$ cat config.mk
export PLATFORM = sky130hd
export DESIGN_NAME = pixel_scheduler
export DESIGN_NICKNAME = d
export VERILOG_FILES = /design/src/rtl/pixel_scheduler.sv
export SDC_FILE = /design/constraint.sdc
export NUM_CORES = 1
export LEC_CHECK = 0
export ABC_AREA = 1
export BUFFER_PORTS_ARGS = -buffer_cell sky130_fd_sc_hd__buf_2
export CORE_ASPECT_RATIO = 1.2
export CORE_MARGIN = 2
export CORE_UTILIZATION = 39
export CTS_BUF_LIST = sky130_fd_sc_hd__clkbuf_8
export DETAILED_ROUTE_END_ITERATION = 7
export GPL_ROUTABILITY_DRIVEN = 0
export GPL_TIMING_DRIVEN = 0
export SLEW_MARGIN = 25
export SYNTH_ARGS = -nofsm -noshare
export SYNTH_HDL_FRONTEND = slang
export SYNTH_SLANG_ARGS = --single-unit
$ cat constraint.sdc
create_clock -name clk -period 2.7 [get_ports clk]
set_input_delay 0.405 -clock clk [delete_from_list [all_inputs] [get_ports clk]]
set_output_delay 0.405 -clock clk [all_outputs]
set_load 0.01 [all_outputs]
$ cat src/rtl/pixel_scheduler.sv
`default_nettype none
// ============================================================================
//  Module   : pixel_scheduler
//  Purpose  : Walks a frame in raster order, issues one c coordinate per
//             pixel to the Mandelbrot iteration engine, captures its result
//             and hands each pixel to the sink over a valid/ready handshake.
//  Revision : 1.0  initial release
// ============================================================================
module pixel_scheduler #(
    parameter int FIXED_POINT_WIDTH = 16,
    parameter int MAX_ITER          = 256,
    parameter int H_RES             = 320,
    parameter int V_RES             = 240,
    parameter logic signed [FIXED_POINT_WIDTH-1:0] X_START = 16'hE000,
    parameter logic signed [FIXED_POINT_WIDTH-1:0] Y_START = 16'h1000,
    parameter logic signed [FIXED_POINT_WIDTH-1:0] STEP    = 16'h0010,
    localparam int IW = (MAX_ITER > 1) ? $clog2(MAX_ITER) : 1,
    localparam int XW = (H_RES > 1) ? $clog2(H_RES) : 1,
    localparam int YW = (V_RES > 1) ? $clog2(V_RES) : 1
) (
    input  logic                                clk,
    input  logic                                rst,
    input  logic                                go,
    output logic                                mb_start,
    output logic signed [FIXED_POINT_WIDTH-1:0] mb_c_real,
    output logic signed [FIXED_POINT_WIDTH-1:0] mb_c_imaginary,
    input  logic                                mb_valid,
    input  logic                                mb_is_mandelbrot,
    input  logic [IW-1:0]                       mb_iterations,
    output logic                                px_valid,
    input  logic                                px_ready,
    output logic [XW-1:0]                       px_x,
    output logic [YW-1:0]                       px_y,
    output logic [IW-1:0]                       px_iterations,
    output logic                                px_in_set,
    output logic                                busy,
    output logic                                frame_done
);

    localparam logic [2:0] S_IDLE  = 3'd0;
    localparam logic [2:0] S_ISSUE = 3'd1;
    localparam logic [2:0] S_WAIT  = 3'd2;
    localparam logic [2:0] S_EMIT  = 3'd3;
    localparam logic [2:0] S_DONE  = 3'd4;

    localparam logic [XW-1:0] c_X_LAST = XW'(H_RES - 1);
    localparam logic [YW-1:0] c_Y_LAST = YW'(V_RES - 1);

    logic [2:0]                          r_state;
    logic [2:0]                          w_state_next;
    logic                                w_xfer;
    logic [XW-1:0]                       r_x;
    logic [YW-1:0]                       r_y;
    logic signed [FIXED_POINT_WIDTH-1:0] r_c_real;
    logic signed [FIXED_POINT_WIDTH-1:0] r_c_imag;
    logic [IW-1:0]                       r_iter;
    logic                                r_in_set;
    logic                                r_mb_start;
    logic                                r_px_valid;
    logic                                r_busy;
    logic                                r_frame_done;

    // State register.
    always_ff @(posedge clk or posedge rst) begin
        if (rst) begin
            r_state <= S_IDLE;
        end else begin
            r_state <= w_state_next;
        end
    end

    // Next-state decode; a transfer is EMIT with ready (px_valid mirrors EMIT).
    always_comb begin
        w_state_next = r_state;
        w_xfer       = 1'b0;
        case (r_state)
            S_IDLE:  if (go) w_state_next = S_ISSUE;
            S_ISSUE: w_state_next = S_WAIT;
            // The ISSUE cycle never looks at mb_valid, so a stale valid
            // still held from the previous pixel cannot be captured.
            S_WAIT:  if (mb_valid) w_state_next = S_EMIT;
            S_EMIT: begin
                if (px_ready) begin
                    w_xfer = 1'b1;
                    if ((r_x == c_X_LAST) && (r_y == c_Y_LAST)) begin
                        w_state_next = S_DONE;
                    end else begin
                        w_state_next = S_ISSUE;
                    end
                end
            end
            S_DONE:  w_state_next = S_IDLE;
            default: w_state_next = S_IDLE;
        endcase
    end

    // Registered outputs and raster/coordinate datapath.
    always_ff @(posedge clk or posedge rst) begin
        if (rst) begin
            r_mb_start   <= 1'b0;
            r_px_valid   <= 1'b0;
            r_busy       <= 1'b0;
            r_frame_done <= 1'b0;
            r_x          <= '0;
            r_y          <= '0;
            r_c_real     <= '0;
            r_c_imag     <= '0;
            r_iter       <= '0;
            r_in_set     <= 1'b0;
        end else begin
            // Outputs are decoded from the next state so they line up with it.
            r_mb_start   <= (w_state_next == S_ISSUE);
            r_px_valid   <= (w_state_next == S_EMIT);
            r_busy       <= (w_state_next != S_IDLE);
            r_frame_done <= (w_state_next == S_DONE);

            if ((r_state == S_IDLE) && go) begin
                r_x      <= '0;
                r_y      <= '0;
                r_c_real <= X_START;
                r_c_imag <= Y_START;
            end

            if ((r_state == S_WAIT) && mb_valid) begin
                r_iter   <= mb_iterations;
                r_in_set <= mb_is_mandelbrot;
            end

            // Coordinates wrap silently in two's complement.
            if (w_xfer) begin
                if (r_x != c_X_LAST) begin
                    r_x      <= r_x + XW'(1);
                    r_c_real <= r_c_real + STEP;
                end else if (r_y != c_Y_LAST) begin
                    r_x      <= '0;
                    r_c_real <= X_START;
                    r_y      <= r_y + YW'(1);
                    r_c_imag <= r_c_imag - STEP;
                end
            end
        end
    end

    assign mb_start       = r_mb_start;
    assign mb_c_real      = r_c_real;
    assign mb_c_imaginary = r_c_imag;
    assign px_valid       = r_px_valid;
    assign px_x           = r_x;
    assign px_y           = r_y;
    assign px_iterations  = r_iter;
    assign px_in_set      = r_in_set;
    assign busy           = r_busy;
    assign frame_done     = r_frame_done;

endmodule
`default_nettype wire

# Word level (Yosys, flattened, before mapping)
# Cells that the tools add are included.
word_totals:
  regBits: 65
  latch_bits: 0
  ramBits: 0
  mem_bits_ro: 0
  in_bits: 14
  output_inout_bits: 62
  word_cells: 53
  n_memories: 0
classes:
  n_addsub: 4
  mul: 0
  div: 0
  magnitude_cmp: 0
  n_eq_ne: 10
  shifts: 0
  n_mux: 23
  n_bitwise: 0
  n_reduce_logical: 5
op_table:
  columns: ["op", "count"]
  rows:
  - ["$mux 16", 8]
  - ["$mux 9", 4]
  - ["$mux 8", 4]
  - ["$add 16x6->16 const B", 1]
  - ["$sub 16x6->16 const B", 1]
  - ["$mux 3", 4]
  - ["$pmux 3 s4", 1]
  - ["$add 9x1->9 const B", 1]
  - ["$eq 3x2->1 const B", 3]
  - ["$eq 9x9->1 const B", 1]
  - ["$ne 9x9->1 const B", 1]
  - ["$add 8x1->8 const B", 1]
  - ["$eq 8x8->1 const B", 1]
  - ["$ne 8x8->1 const B", 1]
  - ["$eq 3x1->1 const B", 2]
  - ["$eq 3x3->1 const B", 1]
  - ["$logic_and 1x1->1", 3]
  - ["$logic_not 3->1", 1]
  - ["$reduce_bool 3->1", 1]
  - ["$mux 1", 2]

# Logic depth before layout (Yosys ltp)
# Gate-level depths: netlist (run 1).
depth:
  depth_word: 6
  mapped_depth: 11
  ltp_nobuf: 10

# Least setup slack after synthesis (run 1)
# Ideal clock, no wire load.
synth_timing:
  path_type: "register to register"
  start: "reg r_x[0] (netlist: px_x[0])"
  end: "reg r_c_real[4] (netlist: mb_c_real[4])"
  setup_time_ns: 0.126
  t_arrival_ns: 1.485
  required_time_ns: 2.574
  path_slack_ns: 1.089
  path_stages_with_launch: 11
  path_buffers: 2
  synth_period_minus_slack_ns: 1.611
  path_cell_list: "dfrtp_1 ha_1 nand2_2 nor2_4 nand2_4 nand2_4 buf_12 inv_8 buf_12 nor2_2 a21oi_2"
synth_via:
  elab_chain_len: 3
synth_lines:
  columns: ["element", "line_no", "rtl"]
  rows:
  - ["from (decl)", "52", "logic [XW-1:0] r_x;"]
  - ["from (signal assigned)", "132", "r_x <= r_x + XW'(1);"]
  - ["$ne 9x9->1", "131", "if (r_x != c_X_LAST) begin"]
  - ["$mux 16", "131", null]
  - ["$mux 16", "130", "if (w_xfer) begin"]
  - ["to (signal assigned)", "133", "r_c_real <= r_c_real + STEP;"]
  - ["to (decl)", "54", "logic signed [FIXED_POINT_WIDTH-1:0] r_c_real;"]
# No other way between the ends.
# A chain may end at the register's enable or synchronous reset.

# Final worst setup path (run 1)
layout_timing:
  start: "reg r_y[0] (netlist: px_y[0])"
  end: "reg r_c_real[14] (netlist: mb_c_real[14])"
layout_via:
  elab_chain_len: 4
layout_lines:
  columns: ["element", "line_no", "rtl"]
  rows:
  - ["from (decl)", "53", "logic [YW-1:0] r_y;"]
  - ["from (signal assigned)", "137", "r_y <= r_y + YW'(1);"]
  - ["$ne 8x8->1", "134", "end else if (r_y != c_Y_LAST) begin"]
  - ["$mux 16", "134", null]
  - ["$mux 16", "131", null]
  - ["$mux 16", "130", null]
# No other way between the ends.

==> out/qor.yml, run 1 <==
synth_edf_count: 0
postRouteAntennaNets: 0
yosysWarnings: 0
dp_slack_ns: 0.9725
syn_avg_cell_area_um2: 7.987
initial_core_util: 0.4010
grt_max_degree: 46
ir_drop_mv: 0.3056
synth_fp_nets: 448
die_w_um: 89.67
dr.pass1.iters: 4
switching_share: 0.3435
num_vias: 2980
synth_top_area_frac: 0.4736
place_area_um2: 3986
final_area_um2: 4193
maxSlewViolCount: 0
crit_arrival_ns: 1.97
rsz0062_at_grt: "no"
grt_overflow_total: 0
syn_area_um2: 3435
highest_layer: "met4"
ys_seq_area_frac: 0.4736
fmax_ghz: 0.5778
routed-wl-met3_um: 345
worstRegToRegCells: 8
cts_setup_buffers: 0
cp-end-kind: "flop"
netlist_top_cells_count: "nand2_1 (142), dfrtp_1 (65), inv_1 (53), nand3_1 (40), nor2_1 (40)"
wl_mm: 7.682
antenna_found_initial: 0
layout-drive-gt1-share: 0.2567
drcViolationCount: 0
reg2reg_slack_ns: 0.97
rows: 37
worstSkewPairLatency_ns: 0.34
min_period_ns: 1.731
port_buffers: 75
maxSlewHeadroom: 0.7131
synth_most_common_cell: "nand2_1"
clkSlewWorstSetupHoldPaths_ns: 0.08
cp.required_ns: 2.94
r2r_end: "mb_c_real[14]"
power_density_nw_per_um2: 684.4
ys_ff_latch: 65
nNetsFinal: 535
clock_path_buffers: 2
tightest_slew_ns: 0.4303
worst-path-max-fanout: 9
critPathKind: "reg2reg"
status: "complete, no violations"
p_seq_frac: 0.418
combPwrFrac: 0.284
cts-buffers-inserted: 9
synthArstFlopShare: 1.000
yosysTopAreaCell: "dfrtp_1"
synth_cell_types: 32
worstHoldPathType: "in2async"
cts_tree: "built"
avgViaCountPerCell: 4.664
grt_pass1_wl_mm: 12.77
yosys-top-cells-area: "dfrtp_1 (47%), nand2_1 (16%), nand3_1 (5.8%)"
ctsHoldBuffers: 0
cts_root_buf: "clkbuf_8"
p_int_uw: 1884
antenna_cells: 0
first_iter_violations: 132
grtUsageTotal: 0.1712
ioPinCount: 76
met1_length_mm: 3.438
die_h_um: 106.8
first_global_vias: 2771
setup_viol: 0
clkPwrFrac: 0.298
maxCapViolCount: 0
hold_viol_final: 0
htreeDepth: 3
cts.sinks: 65
skew_ns: 0.01103
cts_resized: 0
fillers: 867
dp_hpwl_mm: 5.694
core_um2: 8564
syn_inst: 430
switchingPower_uw: 985.7
wl_met2_mm: 3.780
ys.flop_type: "dfrtp_1"
cp-start-kind: "flop"
die_area_um2: 9576
areaGrowthSynthToFinish_pct: 22.08
leakagePower_uw: 0.002307
worst_slack_ns: 0.9693
timing.final.crit_share: 0.6410
wl_per_cell_um: 12.02
r2r_start: "px_y[0]"
[sequential cells by signal, summed over array words and instances (netlist names)]
signal / cells
frame_done: 1
px_valid: 1
px_y: 8
px_x: 9
mb_c_imaginary: 16
px_iterations: 8
px_in_set: 1
mb_start: 1
busy: 1
mb_c_real: 16
r_state: 3
[layout make-up]
type,instances,area (µm²),area share
Sequential cell,65,1627,0.3879
Timing Repair Buffer,76,402.9,0.09609
Buffer,8,87.58,0.02089
Clock inverter,5,55.05,0.01313
Multi-Input combinational cell,297,1488,0.3548
Inverter,60,235.2,0.05610
Tap cell,117,146.4,0.03491
Clock buffer,11,151.4,0.03611
[how the worst max path moves through the flow]
stage / start / end / depth (start not counted)
2_1_floorplan: rst / busy / 1
3_3_place_gp: rst / mb_c_imaginary[7] / 2
3_5_place_dp: px_y[0] / mb_c_real[14] / 8
4_1_cts: px_y[0] / mb_c_real[14] / 8
5_1_grt: px_y[0] / mb_c_real[14] / 8
6_report: px_y[0] / mb_c_real[14] / 8
[cells by family (layout without fill, tap and decap cells)]
logic type	Yosys count	in the layout	synth area share
and+or+nand+nor	257	257	0.3406
buffers and inverters	68	160	0.09326
DFF	65	65	0.4736
AOI/OAI and AO/OA	25	25	0.04991
xor gates and xnor gates	11	11	0.02805
adders and majority gates	4	4	0.01457
[power by group through the flow]
| stage | combinational, µW | sequential [µW] | clock [µW] |
|---|---|---|---|
| 2_1_floorplan | 501 | 1280 | 0 |
| 3_3_place_gp | 812 | 1220 | 0 |
| 3_5_place_dp | 831 | 1220 | 0 |
| 4_1_cts | 833 | 1200 | 884 |
| 5_1_grt | 914 | 1220 | 928 |
| 6_report | 816 | 1200 | 854 |
[placed cells by master (no fill, tap or decap), types with 4 or more instances in the layout]
cell      count
o21ai_0       9
nor3_1        6
xnor2_1       4
inv_1        53
nand3_1      40
dfrtp_1      65
xor2_1        7
nor2_4        5
nor2_1       40
clkbuf_8     11
inv_2         5
nand2_4       5
nand4_1       7
ha_1          4
nand2_1     142
buf_2        77
[stage by stage]
step / hold WS (ns) / setup TNS [ns] / utilization / instances / total power [µW]
final: 0.01080 / 0 / 0.4896 / 639 / 2870
after CTS: 0.00009970 / 0 / 0.4896 / 639 / 2917
after global routing: 0.01692 / 0 / 0.4896 / 639 / 3061
after global placement: 0.4507 / -14.59 / 0.4619 / 622 / 2028
after floorplan: 0.5086 / 0 / - / 430 / 1777
after detailed placement: 0.3844 / 0 / 0.4654 / 623 / 2050
[per-layer routing]
metal / up-vias / global-route usage
li1: 1516 / -
met1: 1398 / 0.2187
met2: 58 / 0.2768
met3: 8 / 0.04388
met4: 0 / 0.06077
met5: - / 0
[worst max-delay path, stage by stage, from the launching register on]
cell	delay, ns
dfrtp_1	0.41
ha_1	0.19
nand2_1	0.10
nor2_4	0.22
nand4_2	0.29
o21ai_0	0.26
nand2_1	0.07
nand2_1	0.06
inv_1	0.03
Note: power is estimated with default switching activity, not from simulation.
==> inputs of run 2 (changes only) <==
clock period = 1.45 ns   (was 2.7 ns; I/O delays follow)
==> out/qor.yml, run 2 (synthesized netlist as in run 1, its figures left out) <==
status: "finished with violations"
violations: "negative setup slack"
clkSlewWorstSetupHoldPaths_ns: 0.07  # about the same
grt_overflow_total: 0  # unchanged
finish.utilization: 0.5646  # +0.07509
port_buffers: 75  # unchanged
postRouteAntennaNets: 0  # unchanged
cts.sinks: 65  # unchanged
die_area_um2: 9576  # unchanged
die_h_um: 106.8  # unchanged
grt_max_degree: 25  # -46%
layout-drive-gt1-share: 0.4011  # +0.1444
critPathKind: "reg2reg"
cts-buffers-inserted: 9  # unchanged
die_w_um: 89.67  # unchanged
first_global_vias: 2980  # +7.5%
htreeDepth: 3  # unchanged
tightest_slew_ns: 0.5158  # +0.08548 ns
drcViolationCount: 0  # unchanged
worst_slack_ns: -0.06606  # -1.035 ns
antenna_cells: 0  # unchanged
grtUsageTotal: 0.1886  # +0.01740
crit_chain: "ha_4 > nand2_4 > nor2_4 > nand2_4 > nand2_4 > buf_12 > inv_8 > clkbuf_16 > nor2_4 > a21oi_2"
nNetsFinal: 569  # +6.4%
worstHoldPathCells: 3
worstRegToRegCells: 10  # +2
worstSkewPairLatency_ns: 0.36  # +0.02 ns
multi_input_area_um2: 1764  # +19%
initial_core_util: 0.4010  # unchanged
final_cell_mix: "nand2_1 (127), buf_2 (75), dfrtp_1 (57), inv_1 (48), nor2_1 (34)"
dp_hpwl_mm: 5.992  # +5.2%
ir_drop_mv: 0.6491  # +110%
avgViaCountPerCell: 4.746  # +1.8%
core_um2: 8564  # unchanged
wl_per_cell_um: 13.48  # +12%
power_density_nw_per_um2: 1278  # +87%
fmax_ghz: 0.6596  # +14%
crit_slowest_cell: "dfrtp_2"
wl_mm: 9.073  # +18%
power_uw: 6181  # +120%
ioPinCount: 76  # unchanged
skew_ns: 0.01330  # +0.002268 ns
critPathMaxStageDelay_ns: 0.39  # -0.02 ns
first_iter_violations: 142  # +7.6%
leakagePower_uw: 0.002561  # +11%
register_area_um2: 1637  # +0.62%
timing.final.crit_share: 1.046  # +0.4046
maxCapViolCount: 0  # unchanged
rows: 37  # unchanged
clock_path_buffers: 2  # unchanged
cts_tree: "built"
setup_viol: 26  # +26
min_period_ns: 1.516  # -0.2146 ns
rsz0062_at_grt: "yes"
worstHoldPathType: "in2reg"
fillers: 800  # -7.7%
cp-end-kind: "flop"
num_vias: 3194  # +7.2%
antenna_found_initial: 0  # unchanged
cp.required_ns: 1.69  # -1.25 ns
areaGrowthSynthToFinish_pct: 40.80
maxSlewViolCount: 0  # unchanged
maxSlewHeadroom: 0.6554  # -0.05771
worst-path-max-fanout: 8  # -1
hold_viol_final: 0  # unchanged
dr.pass1.iters: 5  # +1
final_common_cell: "nand2_1"
grt_pass1_wl_mm: 13.76  # +7.8%
cts_root_buf: "clkbuf_8"
cp-start-kind: "flop"
crit_arrival_ns: 1.76  # -0.21 ns
path_common_cell: "nand2_4"
-- run 2: worst paths after layout --
| path | from | end | slack [ns] |
|---|---|---|---|
| setup / recovery | px_x[0] | mb_c_real[4] | -0.07 |
| hold / removal | mb_iterations[3] | px_iterations[3] | 0.06 |
| hold reg to reg | px_iterations[3] | px_iterations[3] | 0.47 |
| max in group asynchronous | rst | px_x[4] | 0.31 |
| min in group asynchronous | rst | mb_c_real[12] | 0.44 |
| setup reg to reg | px_x[0] | mb_c_real[4] | -0.07 |
-- run 2: timing repair --
action,4_1_cts,5_1_grt
endpoints found under the hold margin,20,0
endpoints found under the setup margin,51,60
buffers inserted,17,9
pin swaps,14,20
resized for setup,39,52
cloned,4,2
hold buffers,1,0
-- run 2: metrics by stage --
| step | setup slack [ns] | area (µm²) | hold WS, ns | setup TNS [ns] | std cells |
|---|---|---|---|---|---|
| detailed placement | -0.2498 | 4025 | 0.2834 | -7.404 | 624 |
| finish | -0.06606 | 4836 | 0.05737 | -0.6921 | 673 |
| global placement | -0.2140 | 3985 | 0.4197 | -7.518 | 622 |
| CTS | -0.06829 | 4564 | 0.04709 | -0.9463 | 662 |
| floorplan | -0.04730 | 3463 | 0.3342 | -0.5294 | 430 |
| global route | -0.1435 | 4836 | 0.05832 | -3.703 | 673 |
-- run 2: final cells by class --
cell class                      instances  area share
Buffer                                  8     0.02070
Clock buffer                           11     0.03131
Sequential cell                        65      0.3384
Inverter                               60     0.05045
Timing Repair Buffer                  108      0.1480
Clock inverter                          5     0.01604
Tap cell                              117     0.03027
Multi-Input combinational cell        299      0.3648
-- run 2: layer usage --
| layer | wire length, µm | vias to the layer above | track usage |
|---|---|---|---|
| met5 | 0 | - | 0 |
| met4 | 180 | 0 | 0.09062 |
| met3 | 307 | 13 | 0.03156 |
| met2 | 4725 | 65 | 0.3262 |
| met1 | 3861 | 1527 | 0.2207 |
| li1 | - | 1589 | - |
-- run 2: worst max-delay path, delay by kind of cell, from the launching register on --
kind	cells	cell delay [ns]
and+or+nand+nor	5	0.47
DFF	1	0.39
buffers and inverters	3	0.35
adders and majority gates	1	0.15
AOI/OAI and AO/OA	1	0.03
-- run 2: power by group --
part,internal [µW],switching [µW]
clock network,1060,746
registers,2070,192
logic,919,1190
==> inputs of run 3 (changes only) <==
ABC_AREA = 0   (was 1)
==> out/qor.yml, run 3 <==
status: "finished with violations"
violations: "negative setup slack"
hp-start: "mb_iterations[6]"
crit_arrival_ns: 2.15  # +0.39 ns
leakagePower_uw: 0.002375  # -7.2%
antenna_cells: 0  # unchanged
maxSlewHeadroom: 0.6746  # +0.01915
grt_pass1_wl_mm: 14.66  # +6.5%
final_common_cell: "buf_2"
hold_slack_ns: 0.1075  # +0.05014 ns
crit_slowest_cell: "dfrtp_2"
yosysTopAreaCell: "dfrtp_1"
wl_mm: 9.257  # +2.0%
critPathKind: "reg2reg"
synthXorXnorAreaFrac: 0.005625  # -0.02243
grt_overflow_total: 0  # unchanged
worstPathBufferInverterCount: 3  # unchanged
netlist_top_cells_count: "dfrtp_1 (65), nand2_1 (21), nand3_1 (15), nor2_1 (14)"
syn_avg_cell_area_um2: 10.63  # +33%
grt_max_degree: 31  # +24%
tightest_slew_ns: 0.4837  # -0.03209 ns
worstSkewPairLatency_ns: 0.34  # -0.02 ns
clock_path_buffers: 2  # unchanged
cp-end-kind: "flop"
ys_ff_latch: 65  # unchanged
synth_compound_area_frac: 0.1511  # +0.1012
finish.utilization: 0.6317  # +0.06701
timing.final.crit_share: 1.310  # +0.2641
dp_hpwl_mm: 5.434  # -9.3%
power_density_nw_per_um2: 1371  # +7.2%
min_period_ns: 1.899  # +0.3830 ns
synth_top_family_by_area: "simple AND/OR/NAND/NOR gates"
maxCapViolCount: 0  # unchanged
syn_inst: 293  # -32%
syn_area_um2: 3114  # -9.3%
die_w_um: 85.58  # -4.6%
synth_edf_count: 0  # unchanged
crit_family: "simple AND/OR/NAND/NOR gates"
worstHoldPathType: "in2reg"
fmax_ghz: 0.5266  # -20%
avgViaCountPerCell: 5.486  # +16%
antenna_found_initial: 0  # unchanged
cts.sinks: 65  # unchanged
grt_use_met2: 0.3726  # +0.04644
worstHoldPathCells: 2  # -1
synth_fp_nets: 311  # -31%
critPathMaxStageDelay_ns: 0.45  # +0.06 ns
power_uw: 6673  # +8.0%
grt.met3_usage: 0.04281  # +0.01125
ys_seq_area_frac: 0.5223  # +0.04871
grt_use_met1: 0.2619  # +0.04116
fillers: 621  # -22%
setup_viol: 63  # +140%
grt-busiest-layer: "met2"
nNetsFinal: 452  # -21%
path_common_cell: "buf_6"
worstRegToRegCells: 7  # -3
synth_cell_types: 57  # +78%
areaGrowthSynthToFinish_pct: 56.33
ys.flop_type: "dfrtp_1"
postRouteAntennaNets: 0  # unchanged
worst_slack_ns: -0.4490  # -0.3830 ns
cts_root_buf: "clkbuf_8"
cp-start-kind: "flop"
reg2reg_slack_ns: -0.45  # -0.38 ns
synth_most_common_cell: "dfrtp_1"
first_iter_violations: 62  # -56%
grtUsageTotal: 0.2127  # +0.02409
muxShareOfSynthArea: 0.07433  # +0.07433
crit_chain: "buf_6 > nor4b_4 > nor2_1 > a41o_1 > buf_6 > buf_6 > o31ai_4"
die_h_um: 101.9  # -4.6%
layout-drive-gt1-share: 0.5125  # +0.1114
min_to: "px_iterations[6]"
maxSlewViolCount: 0  # unchanged
ir_drop_mv: 1.079  # +66%
yosys.area_share.simple: 0.1912  # -0.1494
final_cell_mix: "buf_2 (75), dfrtp_1 (60), buf_4 (30), buf_6 (25), nand2_1 (18)"
first_global_vias: 2977  # -0.10%
port_buffers: 75  # unchanged
synth_top_area_frac: 0.5223  # +0.04871
ioPinCount: 76  # unchanged
die_area_um2: 8719  # -8.9%
cp.required_ns: 1.70  # about the same
worst-path-max-fanout: 5  # -3
rsz0062_at_grt: "yes"
r2r_end: "mb_c_real[15]"
drcViolationCount: 0  # unchanged
tns_ns: -16.41  # -15.72 ns
cts-buffers-inserted: 9  # unchanged
rows: 35  # -5.4%
htreeDepth: 3  # unchanged
skew_ns: 0.008996  # -0.004306 ns
yosys-top-cells-area: "dfrtp_1 (52%), mux2i_1 (4.2%), mux2_2 (3.3%)"
r2r_start: "r_state[2]"
hold_viol_final: 0  # unchanged
synthAdderAreaFrac: 0.01607  # +0.001499
core_um2: 7707  # -10%
dr.pass1.iters: 4  # -1
cts_tree: "built"
yosysWarnings: 0  # unchanged
wl_per_cell_um: 17.43  # +29%
clkSlewWorstSetupHoldPaths_ns: 0.07  # about the same
synthArstFlopShare: 1.000  # unchanged
num_vias: 2913  # -8.8%
initial_core_util: 0.4041  # +0.003036
run 3: layout make-up:
cell class              count  area [µm²]  area share
clock buffers              12       165.2     0.03392
well taps                  92       115.1     0.02364
plain buffers              12       160.2     0.03290
multi-input cells         202        1717      0.3526
flip-flops and latches     65        1633      0.3354
repair buffers            133       975.9      0.2005
clock inverters             4       50.05     0.01028
inverters                  11       52.55     0.01079
run 3: cells by family after synthesis:
| group | count (synthesis) |
|---|---|
| AND/OR/NAND/NOR | 105 |
| XOR/XNOR | 2 |
| buffers and inverters | 26 |
| flip-flops | 65 |
| adder cells (fa/ha/maj) | 4 |
| multiplexers | 22 |
| AO/OA/AOI/OAI | 69 |
run 3: repair_timing:
| action | 4_1_cts | 5_1_grt |
|---|---|---|
| hold endpoints to repair | 12 | 0 |
| cloned | 5 | 1 |
| hold buffers | 1 | 0 |
| buffers inserted | 36 | 14 |
| resized for setup | 93 | 29 |
| setup endpoints to repair | 63 | 64 |
| pin swaps | 19 | 11 |
run 3: metrics by stage:
step	setup WS (ns)	std cells	area, µm²
6_report	-0.4490	531	4868
3_3_place_gp	-0.7551	460	3681
4_1_cts	-0.3910	519	4629
3_5_place_dp	-0.7676	462	3721
5_1_grt	-0.5207	531	4868
2_1_floorplan	-0.3791	293	3191
run 3: worst max path at each step:
stage / startpoint / end / slack [ns] / cells past startpoint
2_1_floorplan: px_x[7] / mb_c_imaginary[11] / -0.38 / 5
3_3_place_gp: px_x[6] / mb_c_imaginary[13] / -0.76 / 5
3_5_place_dp: r_state[1] / px_x[5] / -0.77 / 7
4_1_cts: r_state[2] / px_x[4] / -0.39 / 6
5_1_grt: r_state[2] / mb_c_real[15] / -0.52 / 7
6_report: r_state[2] / mb_c_real[15] / -0.45 / 7
run 3: per-layer routing:
| metal | routed length (µm) | vias up |
|---|---|---|
| met2 | 4822 | 82 |
| met4 | 146 | 0 |
| li1 | - | 1376 |
| met5 | 0 | - |
| met1 | 3905 | 1439 |
| met3 | 383 | 16 |
run 3: report_power, final:
part           internal (µW)  switching [µW]
Sequential              2150             291
Combinational           1360            1210
Clock                    932             730
Total                   4440            2230
